## src/rtl/usr_pkg.sv

```systemverilog
// Shared definitions for the universal shift register link (rx and tx control).
// Contents: shift-direction encodings and the deserializer assembly FSM state type.
package usr_pkg;

  localparam logic DIR_MSB_FIRST = 1'b0;
  localparam logic DIR_LSB_FIRST = 1'b1;

  typedef enum logic {
    ST_IDLE = 1'b0,
    ST_RECV = 1'b1
  } usr_state_e;

endpackage

```

## src/rtl/usr_deserializer_if.sv

```systemverilog
// Bus bundle between a serial source/parallel consumer and usr_deserializer.
// master: drives serial input, direction, frame marker, ready and overrun clear.
// slave : drives the buffered word, its valid flag, sticky overrun and bit count.
interface usr_deserializer_if #(
  parameter int unsigned WIDTH = 16,
  parameter int unsigned CNT_W = 5
);
  logic             ser_in;
  logic             ser_valid;
  logic             frame_start;
  logic             dir;
  logic [WIDTH-1:0] par_out;
  logic             out_valid;
  logic             out_ready;
  logic             overrun;
  logic             overrun_clr;
  logic [CNT_W-1:0] bit_cnt;

  modport master (
    output ser_in, ser_valid, frame_start, dir, out_ready, overrun_clr,
    input  par_out, out_valid, overrun, bit_cnt
  );

  modport slave (
    input  ser_in, ser_valid, frame_start, dir, out_ready, overrun_clr,
    output par_out, out_valid, overrun, bit_cnt
  );
endinterface

```

## src/rtl/usr_out_buf.sv

```systemverilog
// One-entry valid/ready holding register for completed words, with sticky overrun.
// Ports: i_clk, i_clr_n (sync active-low), i_done/i_word (completed word strobe),
//        i_ready (consumer accept), i_ovr_clr (clear overrun),
//        o_data/o_valid (buffered word), o_overrun (a completed word was dropped).
module usr_out_buf #(
  parameter int unsigned WIDTH = 16
) (
  input  logic             i_clk,
  input  logic             i_clr_n,
  input  logic             i_done,
  input  logic [WIDTH-1:0] i_word,
  input  logic             i_ready,
  input  logic             i_ovr_clr,
  output logic [WIDTH-1:0] o_data,
  output logic             o_valid,
  output logic             o_overrun
);

  logic [WIDTH-1:0] r_data;
  logic             r_valid;
  logic             r_overrun;
  logic             w_xfer;
  logic             w_drop;

  assign w_xfer = r_valid & i_ready;
  // Buffer full and not draining this edge: the new word has nowhere to go.
  assign w_drop = i_done & r_valid & ~i_ready;

  always_ff @(posedge i_clk) begin
    if (!i_clr_n) begin
      r_data    <= '0;
      r_valid   <= 1'b0;
      r_overrun <= 1'b0;
    end else begin
      if (i_done && !w_drop) begin
        // Covers both an empty buffer and a same-edge transfer (no bubble).
        r_data  <= i_word;
        r_valid <= 1'b1;
      end else if (w_xfer) begin
        r_valid <= 1'b0;
      end
      // A new drop wins over a coincident clear.
      if (w_drop) begin
        r_overrun <= 1'b1;
      end else if (i_ovr_clr) begin
        r_overrun <= 1'b0;
      end
    end
  end

  assign o_data    = r_data;
  assign o_valid   = r_valid;
  assign o_overrun = r_overrun;

endmodule

```

## src/rtl/usr_deserializer.sv

```systemverilog
// Serial-to-parallel receiver: assembles WIDTH bits (MSB- or LSB-first) into a word
// and hands completed words to a one-entry valid/ready buffer.
// Ports: clk, clr_n (sync active-low reset), bus (usr_deserializer_if.slave):
//        serial side ser_in/ser_valid/frame_start/dir, parallel side
//        par_out/out_valid/out_ready, overrun/overrun_clr, bit_cnt.
module usr_deserializer
  import usr_pkg::*;
#(
  parameter int unsigned WIDTH = 16,
  parameter int unsigned CNT_W = 5
) (
  input logic               clk,
  input logic               clr_n,
  usr_deserializer_if.slave bus
);

  usr_state_e       r_state;
  usr_state_e       w_state_d;
  logic [WIDTH-1:0] r_sreg;
  logic [WIDTH-1:0] w_sreg_d;
  logic [CNT_W-1:0] r_cnt;
  logic [CNT_W-1:0] w_cnt_d;
  logic             r_dir_lat;
  logic             w_dir_d;
  logic             w_done;
  logic [WIDTH-1:0] w_par_out;
  logic             w_out_valid;
  logic             w_overrun;

  function automatic logic [WIDTH-1:0] shift_in(input logic [WIDTH-1:0] s, input logic b,
                                                input logic d);
    logic [WIDTH-1:0] res;
    if (d == DIR_LSB_FIRST) begin
      res = {b, s[WIDTH-1:1]};
    end else begin
      res = {s[WIDTH-2:0], b};
    end
    return res;
  endfunction

  always_comb begin
    w_state_d = r_state;
    w_sreg_d  = r_sreg;
    w_cnt_d   = r_cnt;
    w_dir_d   = r_dir_lat;
    w_done    = 1'b0;
    if (bus.ser_valid) begin
      if (bus.frame_start || r_state == ST_IDLE) begin
        // First bit of a word (fresh or resync): direction is sampled only here.
        // Stale sreg contents are shifted out before the word completes.
        w_dir_d   = bus.dir;
        w_sreg_d  = shift_in(r_sreg, bus.ser_in, bus.dir);
        w_cnt_d   = CNT_W'(1);
        w_state_d = ST_RECV;
      end else begin
        w_sreg_d = shift_in(r_sreg, bus.ser_in, r_dir_lat);
        if (r_cnt == CNT_W'(WIDTH - 1)) begin
          w_done    = 1'b1;
          w_cnt_d   = '0;
          w_state_d = ST_IDLE;
        end else begin
          w_cnt_d = r_cnt + CNT_W'(1);
        end
      end
    end
  end

  always_ff @(posedge clk) begin
    if (!clr_n) begin
      r_state   <= ST_IDLE;
      r_sreg    <= '0;
      r_cnt     <= '0;
      r_dir_lat <= DIR_MSB_FIRST;
    end else begin
      r_state   <= w_state_d;
      r_sreg    <= w_sreg_d;
      r_cnt     <= w_cnt_d;
      r_dir_lat <= w_dir_d;
    end
  end

  usr_out_buf #(
    .WIDTH (WIDTH)
  ) u_out_buf (
    .i_clk     (clk),
    .i_clr_n   (clr_n),
    .i_done    (w_done),
    .i_word    (w_sreg_d),
    .i_ready   (bus.out_ready),
    .i_ovr_clr (bus.overrun_clr),
    .o_data    (w_par_out),
    .o_valid   (w_out_valid),
    .o_overrun (w_overrun)
  );

  assign bus.par_out   = w_par_out;
  assign bus.out_valid = w_out_valid;
  assign bus.overrun   = w_overrun;
  assign bus.bit_cnt   = r_cnt;

endmodule

```

## src/flat_wrapper.sv

```systemverilog
// flat-port wrapper written by rule: the top's interface ports become plain ports
module usr_deserializer_flat import usr_pkg::*;
#(
  parameter int unsigned WIDTH = 16,
  parameter int unsigned CNT_W = 5
)
  (clk, clr_n, bus_ser_in, bus_ser_valid, bus_frame_start, bus_dir, bus_out_ready, bus_overrun_clr, bus_par_out, bus_out_valid, bus_overrun, bus_bit_cnt);
  usr_deserializer_if #(.WIDTH(WIDTH), .CNT_W(CNT_W)) bus_i ();
  input logic clk;
  input logic clr_n;
  input wire logic [$bits(bus_i.ser_in)-1:0] bus_ser_in;
  input wire logic [$bits(bus_i.ser_valid)-1:0] bus_ser_valid;
  input wire logic [$bits(bus_i.frame_start)-1:0] bus_frame_start;
  input wire logic [$bits(bus_i.dir)-1:0] bus_dir;
  input wire logic [$bits(bus_i.out_ready)-1:0] bus_out_ready;
  input wire logic [$bits(bus_i.overrun_clr)-1:0] bus_overrun_clr;
  output wire logic [$bits(bus_i.par_out)-1:0] bus_par_out;
  output wire logic [$bits(bus_i.out_valid)-1:0] bus_out_valid;
  output wire logic [$bits(bus_i.overrun)-1:0] bus_overrun;
  output wire logic [$bits(bus_i.bit_cnt)-1:0] bus_bit_cnt;
  assign bus_i.ser_in = bus_ser_in;
  assign bus_i.ser_valid = bus_ser_valid;
  assign bus_i.frame_start = bus_frame_start;
  assign bus_i.dir = bus_dir;
  assign bus_i.out_ready = bus_out_ready;
  assign bus_i.overrun_clr = bus_overrun_clr;
  assign bus_par_out = bus_i.par_out;
  assign bus_out_valid = bus_i.out_valid;
  assign bus_overrun = bus_i.overrun;
  assign bus_bit_cnt = bus_i.bit_cnt;
  usr_deserializer #(.WIDTH(WIDTH), .CNT_W(CNT_W)) u_core (.clk(clk), .clr_n(clr_n), .bus(bus_i));
endmodule
```

## config.mk

```make
export PLATFORM = sky130hd
export DESIGN_NAME = usr_deserializer_flat
export DESIGN_NICKNAME = d
export VERILOG_FILES = /design/src/rtl/usr_pkg.sv /design/src/rtl/usr_deserializer_if.sv /design/src/rtl/usr_out_buf.sv /design/src/rtl/usr_deserializer.sv /design/src/flat_wrapper.sv
export SDC_FILE = /design/constraint.sdc
export NUM_CORES = 1
export LEC_CHECK = 0
export BUFFER_PORTS_ARGS = -buffer_cell sky130_fd_sc_hd__buf_4
export CORE_MARGIN = 2
export CORE_UTILIZATION = 40
export CTS_CLUSTER_DIAMETER = 80
export DETAILED_ROUTE_END_ITERATION = 12
export PLACE_DENSITY_LB_ADDON = 0.2
export SYNTH_ARGS = -nofsm -noshare
export SYNTH_HDL_FRONTEND = slang
export SYNTH_SLANG_ARGS = --single-unit
```

## constraint.sdc

```tcl
create_clock -name clk -period 2 [get_ports clk]
set_clock_uncertainty 0.1 [all_clocks]
set_input_delay 0.4 -clock clk [delete_from_list [all_inputs] [get_ports clk]]
set_output_delay 0.4 -clock clk [all_outputs]
set_load 0.01 [all_outputs]
```

==> results of run 1 <==
==> layout make-up <==
class                           instances  area share [%]
Clock buffer                            6            4.05
Clock inverter                          2            1.84
Multi-Input combinational cell        119            37.3
Sequential cell                        41            40.3
Tap cell                               50            3.07
Timing Repair Buffer                   33            13.4
==> cell families (layout without fill, tap and decap cells) <==
| family | count (synthesis) | count (layout) |
|---|---|---|
| flops | 41 | 41 |
| simple gates | 27 | 27 |
| buf+inv | 14 | 41 |
| mux | 17 | 17 |
| fa+ha+maj | 1 | 1 |
| compound gates | 74 | 74 |
==> stage by stage <==
| step | utilization, % | hold slack [ns] |
|---|---|---|
| global route | 50.9 | 0.306 |
| global placement | 47.9 | 0.346 |
| detailed placement | 47.9 | 0.349 |
| floorplan | - | 0.370 |
| CTS | 50.9 | 0.264 |
| finish | 50.9 | 0.268 |
==> worst max path at each step <==
stage / start / to / slack [ns] / depth (start not counted)
after CTS: u_core.bus.bit_cnt[0] / u_core.u_out_buf.o_data[0] / 0.20 / 6
final: u_core.bus.bit_cnt[0] / u_core.u_out_buf.o_data[10] / 0.22 / 6
after detailed placement: bus_frame_start / u_core.r_sreg[5] / 0.07 / 6
after global placement: bus_frame_start / u_core.r_sreg[3] / 0.11 / 6
after global routing: u_core.bus.bit_cnt[0] / u_core.u_out_buf.o_data[13] / 0.08 / 6
after floorplan: u_core.bus.bit_cnt[0] / u_core.u_out_buf.o_data[10] / 0.28 / 5
==> placed cells by master, fill, tap and decap left out <==
cell type	n
sky130_fd_sc_hd__o221a_2	1
sky130_fd_sc_hd__o211a_1	1
sky130_fd_sc_hd__nor2b_1	2
sky130_fd_sc_hd__nor3_1	1
sky130_fd_sc_hd__nand3_1	5
sky130_fd_sc_hd__o31a_1	1
sky130_fd_sc_hd__clkinvlp_4	1
sky130_fd_sc_hd__bufinv_16	1
sky130_fd_sc_hd__and2b_2	1
sky130_fd_sc_hd__o21a_1	1
sky130_fd_sc_hd__nor4b_4	1
sky130_fd_sc_hd__nand2_1	6
sky130_fd_sc_hd__o21ai_1	4
sky130_fd_sc_hd__nor2_1	3
sky130_fd_sc_hd__ha_1	1
sky130_fd_sc_hd__buf_12	2
sky130_fd_sc_hd__dfxtp_1	41
sky130_fd_sc_hd__nand2b_1	3
sky130_fd_sc_hd__clkbuf_8	6
sky130_fd_sc_hd__a21boi_0	4
sky130_fd_sc_hd__and4b_1	1
sky130_fd_sc_hd__buf_4	31
sky130_fd_sc_hd__o21ai_0	29
sky130_fd_sc_hd__nand4b_1	2
sky130_fd_sc_hd__mux2i_1	16
sky130_fd_sc_hd__and3_1	1
sky130_fd_sc_hd__nand4_1	1
sky130_fd_sc_hd__a21oi_1	33
sky130_fd_sc_hd__mux2i_4	1
==> power by group <==
group | switching (mW) | internal, mW | leakage, nW
Clock | 0.299 | 0.406 | 0.0574
Sequential | 0.0200 | 0.842 | 0.334
Combinational | 0.0728 | 0.0605 | 0.459
==> worst max-delay path, delay by kind of cell (launching register included) <==
| kind | cells | cell delay, ns |
|---|---|---|
| DFF | 1 | 0.40 |
| adders and majority gates | 1 | 0.26 |
| AOI/OAI and AO/OA | 2 | 0.22 |
| buffers and inverters | 1 | 0.21 |
| and+or+nand+nor | 2 | 0.51 |
==> layer usage <==
| layer | global-route usage, % | vias up | part of all wire [%] |
|---|---|---|---|
| met1 | 18.0 | 591 | 48 |
| met5 | 0 | - | 0 |
| met4 | 6.00 | 0 | 1.6 |
| li1 | - | 683 | - |
| met2 | 24.9 | 42 | 45 |
| met3 | 5.59 | 7 | 6.0 |
==> state kept, by name, summed over array words and instances, names as in the netlist <==
signal	count
u_core.r_dir_lat	1
u_core.r_state	1
u_core.u_out_buf.o_overrun	1
u_core.r_sreg	16
u_core.u_out_buf.o_valid	1
u_core.u_out_buf.o_data	16
u_core.bus.bit_cnt	5
==> key figures, run 1 <==
Status
  – Outcome: complete, no violations

Worst setup path
  – Critical-path maximum fanout: 32
  – Worst endpoint required time: approximately 2.1 ns
  – Slowest-stage cell, CP: sky130_fd_sc_hd__dfxtp_1
  – Worst setup path class: reg -> reg
  – Depth of the worst register-to-register path: 6
  – Slowest Stage Delay on Critical Path: ~0.40 ns
  – Reg-to-reg critical path endpoint: u_core.u_out_buf.o_data[10]
  – Launch point of the worst reg-to-reg path: u_core.bus.bit_cnt[0]
  – Startpoint types: register
  – Crit end category: register
  – Setup slack of the most critical reg-to-reg path: roughly 0.22 ns
  – Worst path cell trace: ha_1 -> nand4b_1 -> nor4b_4 -> buf_12 -> o21ai_0 -> a21oi_1
  – CP arrival: approximately 1.9 ns

Clock tree
  – Root Buffer: sky130_fd_sc_hd__clkbuf_8
  – Clock sink count: 41
  – Clock tree from TritonCTS: done
  – Longest Clk Path Bufs: 2
  – Post-cts gate resize count: 0
  – Clock input transition at the sequential cells of the worst setup and hold paths: roughly 0.080 ns
  – Number of hold buffers added after CTS: 0
  – Worst skew pair latency: 0.30 ns
  – Post-CTS Setup Inserts: 0
  – Clock buffer count from CTS: 5
  – H-tree levels: 2

Routing
  – Number of routed nets with antenna violations: 0
  – WL per Instance: between 10 and 15 um
  – Via count: 1323
  – Number of detailed-route iterations in the first pass: 4
  – Total wirelength of the detailed-routed design: between 3000 and 4000 um
  – Detailed router's first-iteration violation count: 90
  – Number of remaining DRC errors: 0
  – Number of vias per cell after detailed routing: 5.27

Cells and area
  – Seq. cell area: approximately 800 sq um
  – Area growth from synthesis to final layout: 22.7%
  – Share of cells above drive strength 1: between 20% and 30%
  – Antenna fix cells: 0
  – Number of nets in the layout: between 200 and 250
  – Total non-filler cell area in the finished layout: approximately 2000 sq um
  – Filler Cell Count: 368
  – Footprint of the multi-input gates: roughly 760 sq um
  – Final non-filler cell total: ~250

STA
  – Minimum clock period: around 1.8 ns
  – Finish-stage setup viols: 0
  – Crit path setup slack, layout: around 0.22 ns
  – Worst Tran Pin Value: about 0.4 ns
  – Post-route setup TNS: 0 ns
  – Hold Fails Final Rpt: 0
  – Max-slew headroom at the worst pin: about three quarters
  – Unrepaired setup endpoints after global routing: false
  – Max-slew violations: 0
  – Final worst path period share: 89.0%
  – Max Clock Freq: around 0.56 GHz

Power
  – Leakage: 0.851 nW
  – Power after layout: about 1.7 mW
  – Pwr/cell area: between 800 and 900 nW/um^2
  – Maximum VDD drop: roughly 830 uV

Synth
  – Share of the yosys chip area belonging to registers: 49.4%
  – Syn_area_per_cell: roughly 9.5 sq um
  – Area share of and/or/nand/nor cells after synthesis: approximately 10%
  – Ys Warns: 0
  – Post-Synth XOR/XNOR Area: 0%
  – Synth area leader: sky130_fd_sc_hd__dfxtp_1
  – Total nets after synthesis: roughly 180
  – Multiplexer share of the synthesized area: between 10 and 15%
  – Leading cell type by number of instances after synthesis: sky130_fd_sc_hd__dfxtp_1
  – Flip-flop and latch count after synthesis: 41
  – Post-synth top cells: sky130_fd_sc_hd__dfxtp_1 (41), sky130_fd_sc_hd__a21oi_1 (33), sky130_fd_sc_hd__o21ai_0 (29)
  – Distinct cells, synth: 30
  – Most instantiated flip-flop cell in the synthesis netlist: sky130_fd_sc_hd__dfxtp_1
  – Combined area of all synthesized cells: roughly 1700 sq um
  – Combinational family with the most area after synthesis: compound AO/OA/AOI/OAI gates
  – Share of synthesized registers carrying an async set or reset: 0%
  – Top cell type's share of synthesized area: 49.4%
  – Biggest area contributors in the synthesized netlist: sky130_fd_sc_hd__dfxtp_1 (49%), sky130_fd_sc_hd__a21oi_1 (9.9%), sky130_fd_sc_hd__mux2i_1 (9.6%)
  – Number of enable-type register cells in the synthesized netlist: 0
  – Compound-cell area share of the yosys netlist: between 20% and 30%
  – Synthesized-area fraction occupied by adder cells: 0.754%
  – Post-synthesis cell count: around 170

Global route
  – Overall Global Routing Usage: between 10% and 20%
  – Maximum number of pins on one net before global-route repair: 46
  – Overflow after GRT: 0
  – Global-route wire length before repair: between 5000 and 6000 um
  – Number of global-route vias before repair: 1185
  – Number of antenna violations at the first check in global routing: 0

Placed design
  – DP Cell Count: between 200 and 250
  – Dpl ws: 0.0690 ns
  – Final Wtd Congestion: about 0.74
  – Cell area after placement: about 1900 sq um
  – Half-perimeter wire length of the detailed placement result: between 2000 and 2500 um
  – Quantity of I/O buffers inserted on ports: 30

Worst hold path
  – Launch instance of the worst min-delay path: bus_overrun_clr
  – Endpoint of the worst hold path: u_core.u_out_buf.o_overrun
  – Depth of the worst hold-timing path: 3
  – Worst min-delay path class: in -> reg

Floorplan
  – Die boundary width: between 60 and 70 um
  – Area of the placeable core: between 4000 and 5000 sq um
  – Floorplan row count: 23
  – Number of primary I/O pins: 31
  – Area enclosed by the die boundary: roughly 4700 sq um
  – Floorplan die height: around 68 um
  – Initial Utilization: about two fifths

Run
  – Total of max-cap violations: 0
No activity file was read; power rests on OpenSTA's default activity.
==> run 2: changes to the inputs <==
Settings changed: CELL_PAD_IN_SITES_DETAIL_PLACEMENT set to 1, CELL_PAD_IN_SITES_GLOBAL_PLACEMENT set to 1, CTS_BUF_LIST set to sky130_fd_sc_hd__clkbuf_4 sky130_fd_sc_hd__clkbuf_8 sky130_fd_sc_hd__clkbuf_16.
==> key figures, run 2 (same netlist as run 1, synthesis figures left out) <==
Status
  – Outcome: complete, no violations

Power
  – Maximum VDD drop: about 380 uV
  – Power after layout: approximately 1.6 mW
  – Pwr/cell area: between 700 and 800 nW/um^2
  – Leakage: approximately 0.84 nW

Placed design
  – Half-perimeter wire length of the detailed placement result: roughly 2700 um
  – Quantity of I/O buffers inserted on ports: 30
  – Final Wtd Congestion: around 0.69
  – Cell area after placement: approximately 1900 sq um

Floorplan
  – Area of the placeable core: roughly 4000 sq um
  – Floorplan row count: 23
  – Number of primary I/O pins: 31
  – Initial Utilization: approximately two fifths
  – Area enclosed by the die boundary: 4680 sq um
  – Floorplan die height: around 68 um
  – Die boundary width: roughly 70 um

STA
  – Post-route setup TNS: 0 ns
  – Hold Fails Final Rpt: 0
  – Max Clock Freq: between 0.5 and 0.6 GHz
  – Unrepaired setup endpoints after global routing: false
  – Finish-stage setup viols: 0
  – Final worst path period share: roughly nine tenths
  – Worst hold-check slack: 0.276 ns
  – Max-slew headroom at the worst pin: between 70 and 80%
  – Worst Tran Pin Value: roughly 0.35 ns
  – Minimum clock period: about 1.8 ns
  – Max-slew violations: 0

Worst hold path
  – Worst min-delay path class: in -> reg
  – Endpoint of the worst hold path: u_core.u_out_buf.o_overrun
  – Depth of the worst hold-timing path: 3
  – Launch instance of the worst min-delay path: bus_overrun_clr

Clock tree
  – Clock buffer count from CTS: 5
  – Clock tree from TritonCTS: done
  – Worst skew pair latency: around 0.30 ns
  – Longest Clk Path Bufs: 2
  – H-tree levels: 2
  – Clock sink count: between 40 and 50
  – Post-CTS Setup Inserts: 0
  – Root Buffer: sky130_fd_sc_hd__clkbuf_8
  – Clock input transition at the sequential cells of the worst setup and hold paths: approximately 0.080 ns

Worst setup path
  – Worst endpoint required time: 2.13 ns
  – Worst setup path class: reg -> reg
  – Reg-to-reg critical path endpoint: u_core.u_out_buf.o_data[6]
  – Crit end category: register
  – Slowest-stage cell, CP: sky130_fd_sc_hd__dfxtp_1
  – Launch point of the worst reg-to-reg path: u_core.bus.bit_cnt[0]
  – Depth of the worst register-to-register path: 6
  – CP arrival: 1.95 ns
  – Critical-path maximum fanout: 32
  – Startpoint types: register
  – Setup slack of the most critical reg-to-reg path: around 0.18 ns
  – Slowest Stage Delay on Critical Path: roughly 0.41 ns
  – Worst path cell trace: ha_2 -> nand4b_1 -> nor4b_4 -> buf_12 -> o21ai_0 -> a21oi_1

Global route
  – Overall Global Routing Usage: 19.0%
  – Global-route wire length before repair: 6550 um
  – Number of antenna violations at the first check in global routing: 0
  – Overflow after GRT: 0
  – Maximum number of pins on one net before global-route repair: 42
  – Number of global-route vias before repair: approximately 1400

Cells and area
  – Post-route core utilization: around half
  – Top library cells by usage in the layout, fill and taps aside: sky130_fd_sc_hd__dfxtp_1 (41), sky130_fd_sc_hd__a21oi_1 (33), sky130_fd_sc_hd__buf_4 (31), sky130_fd_sc_hd__o21ai_0 (29), sky130_fd_sc_hd__mux2i_1 (16)
  – Share of cells above drive strength 1: a little under a quarter
  – Area growth from synthesis to final layout: 21.7%
  – Total non-filler cell area in the finished layout: a little over 2000 sq um
  – Number of nets in the layout: around 210
  – Antenna fix cells: 0
  – Leading cell type in the layout, fill and taps excluded: sky130_fd_sc_hd__dfxtp_1
  – Filler Cell Count: 449

Routing
  – WL per Instance: 15.6 um
  – Total wirelength of the detailed-routed design: between 3000 and 4000 um
  – Number of vias per cell after detailed routing: 5.42
  – Number of detailed-route iterations in the first pass: 4
  – Number of remaining DRC errors: 0
  – Via count: ~1400
  – Number of routed nets with antenna violations: 0
  – Detailed router's first-iteration violation count: 60

Run
  – Total of max-cap violations: 0
[run 2: cell count changes in the layout (fill, tap and decap cells not counted), sizes merged]
cell	delta
bufinv	-1
clkinvlp	-1
clkinv	+1
clkbuf	+1
[run 2: how the worst max path moves through the flow]
stage	cells after the start	to	slack [ns]	startpoint
2_1_floorplan	5	u_core.u_out_buf.o_data[10]	0.28	u_core.bus.bit_cnt[0]
3_3_place_gp	6	u_core.u_out_buf.o_data[4]	0.08	bus_frame_start
3_5_place_dp	6	u_core.u_out_buf.o_data[4]	0.07	bus_frame_start
4_1_cts	6	u_core.u_out_buf.o_data[6]	0.11	u_core.bus.bit_cnt[0]
5_1_grt	6	u_core.u_out_buf.o_data[13]	0.005	u_core.bus.bit_cnt[0]
6_report	6	u_core.u_out_buf.o_data[6]	0.18	u_core.bus.bit_cnt[0]
[run 2: repair_timing]
item | in CTS | in global routing
setup endpoints to repair | 0 | 6
gates resized for setup | 0 | 1
hold buffers | 0 | 0
[run 2: area by class of cell]
| class | instances | area, sq um | share of cell area [%] |
|---|---|---|---|
| Clock inverter | 1 | 5.00 | 0.248 |
| Sequential cell | 41 | 821 | 40.6 |
| Clock buffer | 7 | 96.3 | 4.77 |
| Multi-Input combinational cell | 119 | 763 | 37.8 |
| Tap cell | 50 | 62.6 | 3.10 |
| Timing Repair Buffer | 33 | 273 | 13.5 |
[run 2: critical path: cells and delay by family, from the launching register on]
family          cells  cell delay (ns)
fa+ha+maj           1             0.26
simple gates        2             0.51
buf+inv             1             0.22
compound gates      2             0.26
flops               1             0.41
[run 2: routing by layer]
metal  share of wire [%]  routed length, um  global-route usage (%)
met3                 3.9                151                    5.92
met5                   0                  0                       0
met4                 1.6                 62                    7.75
met2                  52               2040                    32.6
met1                  42               1660                    21.7
[run 2: metrics by stage]
stage / cells / setup slack [ns]
after CTS: 251 / 0.114
final: 251 / 0.185
after floorplan: 174 / 0.283
after detailed placement: 243 / 0.0686
after global routing: 251 / 0.00508
after global placement: 243 / 0.0829
[run 2: power breakdown]
| part | switching, mW | internal (mW) |
|---|---|---|
| Sequential | 0.0215 | 0.842 |
| Combinational | 0.0760 | 0.0610 |
| Clock | 0.277 | 0.312 |
